$ cat config.mk
export PLATFORM = sky130hd
export DESIGN_NAME = reg_access_ctrl
export DESIGN_NICKNAME = d
export VERILOG_FILES = /design/src/rtl/reg_access_ctrl.sv
export SDC_FILE = /design/constraint.sdc
export NUM_CORES = 1
export LEC_CHECK = 0
export CORE_MARGIN = 2
export CORE_UTILIZATION = 49
export CTS_BUF_LIST = sky130_fd_sc_hd__clkbuf_8
export DETAILED_ROUTE_END_ITERATION = 8
export GPL_ROUTABILITY_DRIVEN = 0
export PLACE_DENSITY = 0.95
export SETUP_SLACK_MARGIN = 0.2
export SKIP_LAST_GASP = 1
export SLEW_MARGIN = 20
export SYNTH_ARGS = -nofsm -noshare
export SYNTH_HDL_FRONTEND = slang
export SYNTH_SLANG_ARGS = --single-unit
$ cat constraint.sdc
create_clock -name clk -period 2.39 [get_ports clk]
set_input_delay 0.239 -clock clk [delete_from_list [all_inputs] [get_ports clk]]
set_output_delay 0.239 -clock clk [all_outputs]
set_load 0.005 [all_outputs]
$ cat src/rtl/reg_access_ctrl.sv
// reg_access_ctrl: runs one instruction at a time through register-file read,
// ALU operand/result handshakes and an optional single-cycle write-back.
module reg_access_ctrl #(
  parameter int DATA_W  = 8,
  parameter int ADDR_W  = 3,
  parameter int TIMEOUT = 16
) (
  input  logic              clk,
  input  logic              rst_n,
  input  logic              instr_valid_i,
  output logic              instr_ready_o,
  input  logic [ADDR_W-1:0] src1_idx_i,
  input  logic [ADDR_W-1:0] src2_idx_i,
  input  logic [ADDR_W-1:0] dst_idx_i,
  input  logic              wb_en_i,
  output logic [ADDR_W-1:0] addr1_o,
  output logic [ADDR_W-1:0] addr2_o,
  output logic              rd_o,
  output logic [ADDR_W-1:0] wr_addr_o,
  output logic              wr_o,
  output logic [DATA_W-1:0] data_in_o,
  input  logic [DATA_W-1:0] data_out1_i,
  input  logic [DATA_W-1:0] data_out2_i,
  output logic              op_valid_o,
  input  logic              op_ready_i,
  output logic [DATA_W-1:0] op_a_o,
  output logic [DATA_W-1:0] op_b_o,
  input  logic              res_valid_i,
  input  logic [DATA_W-1:0] res_data_i,
  output logic              done_o,
  output logic              err_o
);
  typedef enum logic [2:0] {IDLE, READ, ISSUE, WAIT_RES, WRITE} state_e;
  localparam logic [7:0] LAST = 8'(TIMEOUT - 1);
  state_e state_q, state_d;
  logic [ADDR_W-1:0] addr1_q, addr1_d, addr2_q, addr2_d, dst_q, dst_d, wr_addr_q, wr_addr_d;
  logic [DATA_W-1:0] op_a_q, op_a_d, op_b_q, op_b_d, data_in_q, data_in_d;
  logic [7:0] cnt_q, cnt_d;
  logic wb_q, wb_d, rd_q, rd_d, wr_q, wr_d, op_valid_q, op_valid_d;
  logic done_q, done_d, err_q, err_d, ready_q, ready_d;
  logic accept, res_hit, expire;
  assign accept  = state_q == IDLE && instr_valid_i;
  assign res_hit = state_q == WAIT_RES && res_valid_i;
  // a result arriving on the final count takes priority over the abort
  assign expire  = state_q == WAIT_RES && !res_valid_i && cnt_q == LAST;
  always_ff @(posedge clk or negedge rst_n)
    if (!rst_n) state_q <= IDLE;
    else state_q <= state_d;
  always_comb begin
    state_d = state_q;
    case (state_q)
      IDLE:     state_d = instr_valid_i ? READ : IDLE;
      READ:     state_d = ISSUE;
      ISSUE:    state_d = op_ready_i ? WAIT_RES : ISSUE;
      WAIT_RES: state_d = res_hit ? (wb_q ? WRITE : IDLE) : (expire ? IDLE : WAIT_RES);
      default:  state_d = IDLE;
    endcase
  end
  always_comb begin
    addr1_d    = accept ? src1_idx_i : addr1_q;
    addr2_d    = accept ? src2_idx_i : addr2_q;
    dst_d      = accept ? dst_idx_i : dst_q;
    wb_d       = accept ? wb_en_i : wb_q;
    op_a_d     = state_q == READ ? data_out1_i : op_a_q;
    op_b_d     = state_q == READ ? data_out2_i : op_b_q;
    cnt_d      = state_q == WAIT_RES ? cnt_q + 8'd1 : 8'd0;
    wr_addr_d  = res_hit && wb_q ? dst_q : wr_addr_q;
    data_in_d  = res_hit && wb_q ? res_data_i : data_in_q;
    rd_d       = state_d == READ;
    op_valid_d = state_d == ISSUE;
    wr_d       = state_d == WRITE;
    ready_d    = state_d == IDLE;
    done_d     = state_q == WRITE || (res_hit && !wb_q);
    err_d      = expire;
  end
  always_ff @(posedge clk or negedge rst_n)
    if (!rst_n) begin
      addr1_q    <= '0;
      addr2_q    <= '0;
      dst_q      <= '0;
      wb_q       <= 1'b0;
      op_a_q     <= '0;
      op_b_q     <= '0;
      cnt_q      <= '0;
      wr_addr_q  <= '0;
      data_in_q  <= '0;
      rd_q       <= 1'b0;
      op_valid_q <= 1'b0;
      wr_q       <= 1'b0;
      ready_q    <= 1'b1;
      done_q     <= 1'b0;
      err_q      <= 1'b0;
    end else begin
      addr1_q    <= addr1_d;
      addr2_q    <= addr2_d;
      dst_q      <= dst_d;
      wb_q       <= wb_d;
      op_a_q     <= op_a_d;
      op_b_q     <= op_b_d;
      cnt_q      <= cnt_d;
      wr_addr_q  <= wr_addr_d;
      data_in_q  <= data_in_d;
      rd_q       <= rd_d;
      op_valid_q <= op_valid_d;
      wr_q       <= wr_d;
      ready_q    <= ready_d;
      done_q     <= done_d;
      err_q      <= err_d;
    end
  assign instr_ready_o = ready_q;
  assign addr1_o       = addr1_q;
  assign addr2_o       = addr2_q;
  assign rd_o          = rd_q;
  assign wr_addr_o     = wr_addr_q;
  assign wr_o          = wr_q;
  assign data_in_o     = data_in_q;
  assign op_valid_o    = op_valid_q;
  assign op_a_o        = op_a_q;
  assign op_b_o        = op_b_q;
  assign done_o        = done_q;
  assign err_o         = err_q;
endmodule

==> metrics <==
status=completed; MaxCap Viol Count=0; setup slack, reg-to-reg=between 0.6 and 0.7 ns; setup tns final=0 ns; DR vias/cell=5.13; Final WS setup=~0.63 ns; initial antenna violation count=0; top cell type's share of synthesized area=a little over three fifths; drt pass-1 iters=4; post-CTS setup buffer count=0; Area contributors post-synth=dfrtp_1 (63%), mux2_2 (20%), dfstp_2 (1.2%); clock insertion delay at the later pin of the skew report=~0.30 ns; FMAX=around 570 MHz; crit path launch type=flop; Leak Pwr=between 0.001 and 0.0015 µW; TritonCTS Sinks=54; total grt overflow=0; pwr/cell area=about 1100 nW/µm²; dpl ws=about 0.56 ns; Synth Register Bits=54; RSZ-0062 raised after global routing=no; total power=3460 µW; Worst Setup End Kind=flop; global-route wire length before repair=6980 µm; Distinct cells, synth=32; Synth area leader=dfrtp_1; Routed Antenna Nets=0; Final Non-Filler Cells=~280; placed wire-length estimate=slightly above 3000 µm; Final Net Count=about 270; Critical R2R Launch=state_q[1]; Peak VDD IR=644 µV; clock-pin slew on the worst setup and hold paths=approximately 0.09 ns; Worst Hold Class=in2async; CTS tree=done; fill count=around 270; number of global-route vias before repair=between 1000 and 1500; sequential cell area=around 1400 µm²; post-synthesis sequential area ratio=between 60% and 70%; Post-synth EDFFs=0; Tot GR Track Use=a little under a fifth; syn nets=~180; Layout area overhead=43.9%; DRC=0; via count=about 1400; PortBufs=between 70 and 80; die height=roughly 70 µm; Top Ports=between 70 and 80; htree depth=2; Crit Path Max Fanout=11; Iter 0 DRT Violations=59; Pins Over Slew Limit=0; Final setup viols=0; Hold Vio Cnt, Final=0; Avg Inst Size Synth=between 10 and 15 µm²; largest net degree at the start of global routing=33; Final Cycle Share=about 73%; core area=a little over 4000 µm²; Die W=between 60 and 70 µm; Rows=23; Relative slew margins=~53%; Arr. time, crit path=slightly below 2 ns; Tightest Pin Transition=around 0.70 ns; Worst EP required=2.58 ns; Multi-input gate area=~710 µm²; Ant. Diodes=0; largest buffer count on any clock path=2; clk_skew=around 0.0097 ns; Synth Flop Type=dfrtp_1; Reg-to-Reg End=data_in_o[3]; layout cell share with drive strength beyond 1=23.9%; Tmin final=approximately 1.8 ns; asr flop ratio synth=100%; Placed Area=around 2900 µm²; die area=between 4000 and 5000 µm²; YS warnings=0; TritonCTS buffer count=5; Post-Place Cells=around 270; root buf cell=clkbuf_8; FF-to-FF path depth=4; fin area=between 3000 and 4000 µm²; Initial Util=51.9%; final wirelength=slightly above 4000 µm; WL/cell=approximately 15 µm; WS Path Type=reg2reg; Mapped Area=2100 µm²; Synth Instances=approximately 140
## worst max path at each step
| stage | end | cells past startpoint | from |
|---|---|---|---|
| 6_report | data_in_o[3] | 4 | state_q[1] |
| 5_1_grt | data_in_o[0] | 4 | state_q[1] |
| 4_1_cts | data_in_o[3] | 4 | state_q[1] |
| 3_5_place_dp | data_in_o[3] | 4 | res_valid_i |
| 3_3_place_gp | data_in_o[1] | 4 | res_valid_i |
| 2_1_floorplan | op_a_o[0] | 4 | state_q[1] |
## worst max-delay path: stages (launching register included)
cell and delay [ns]:
dfrtp_1 0.51, and3b_1 0.26, nand3_2 0.15, inv_1 0.34
mux2_2 0.39
## stage by stage
step | util, % | hold slack [ns]
3_3_place_gp | 72.0 | 0.311
5_1_grt | 74.6 | 0.523
6_report | 74.6 | 0.512
4_1_cts | 74.6 | 0.506
3_5_place_dp | 72.0 | 0.324
2_1_floorplan | - | -0.0566
## cell type report
type,instances,area share [%]
Clock buffer,6,2.73
Clock inverter,2,0.413
Tap cell,50,2.07
Timing Repair Buffer,81,26.4
Sequential cell,54,44.7
Inverter,2,0.248
Multi-Input combinational cell,81,23.5
## Yosys cell counts (2+ instances only)
cell type / number
nor3_1: 2
or3_1: 3
inv_1: 2
xor2_1: 2
nand2b_1: 2
xnor2_1: 2
nand2_1: 4
nand3_1: 2
nor4_1: 2
a21oi_1: 3
buf_4: 3
dfrtp_1: 53
nor2_1: 5
o21ai_0: 3
mux2_2: 37
## cell families (layout without fill, tap and decap cells)
logic type / count (synthesis) / in the layout / share of synthesized area [%]
AOI/OAI and AO/OA: 8 / 8 / 2.20
buffers and inverters: 7 / 91 / 2.20
muxes: 38 / 38 / 20.3
DFF: 54 / 54 / 64.3
xor gates and xnor gates: 4 / 4 / 1.66
and+or+nand+nor: 30 / 30 / 8.80
adders and majority gates: 1 / 1 / 0.594
## cells in the final DEF, fill, tap and decap left out, types with 3 or more instances in the layout
cell,instances
inv_1,3
mux2_2,37
clkdlybuf4s50_1,76
nand2_1,4
clkbuf_8,6
o21ai_0,3
a21oi_1,3
buf_4,3
nor2_1,5
dfrtp_1,53
or3_1,3
## sequential cells by signal, summed over array words and instances (netlist names)
signal	flops
cnt_q	8
data_in_o	8
op_a_o	8
op_b_o	8
addr1_o	3
addr2_o	3
dst_q	3
state_q	3
wr_addr_o	3
done_o	1
err_o	1
instr_ready_o	1
op_valid_o	1
rd_o	1
wb_q	1
wr_o	1
## metal layers
metal  global-route usage, %  vias up  share of wire, %
met3                    6.10       10               7.0
met2                    30.6       57                51
met5                       0        -                 0
li1                        -      663                 -
met4                    7.41        0               2.3
met1                    22.3      685                39
## report_power, final
group / internal (µW) / switching (µW)
Clock: 235 / 281
Combinational: 976 / 438
Sequential: 1300 / 227
## timing repair
action	CTS	global route
hold endpoints to repair	30	0
gates resized for setup	0	0
hold buffers	1	0
Note: power is estimated with default switching activity, not from simulation.
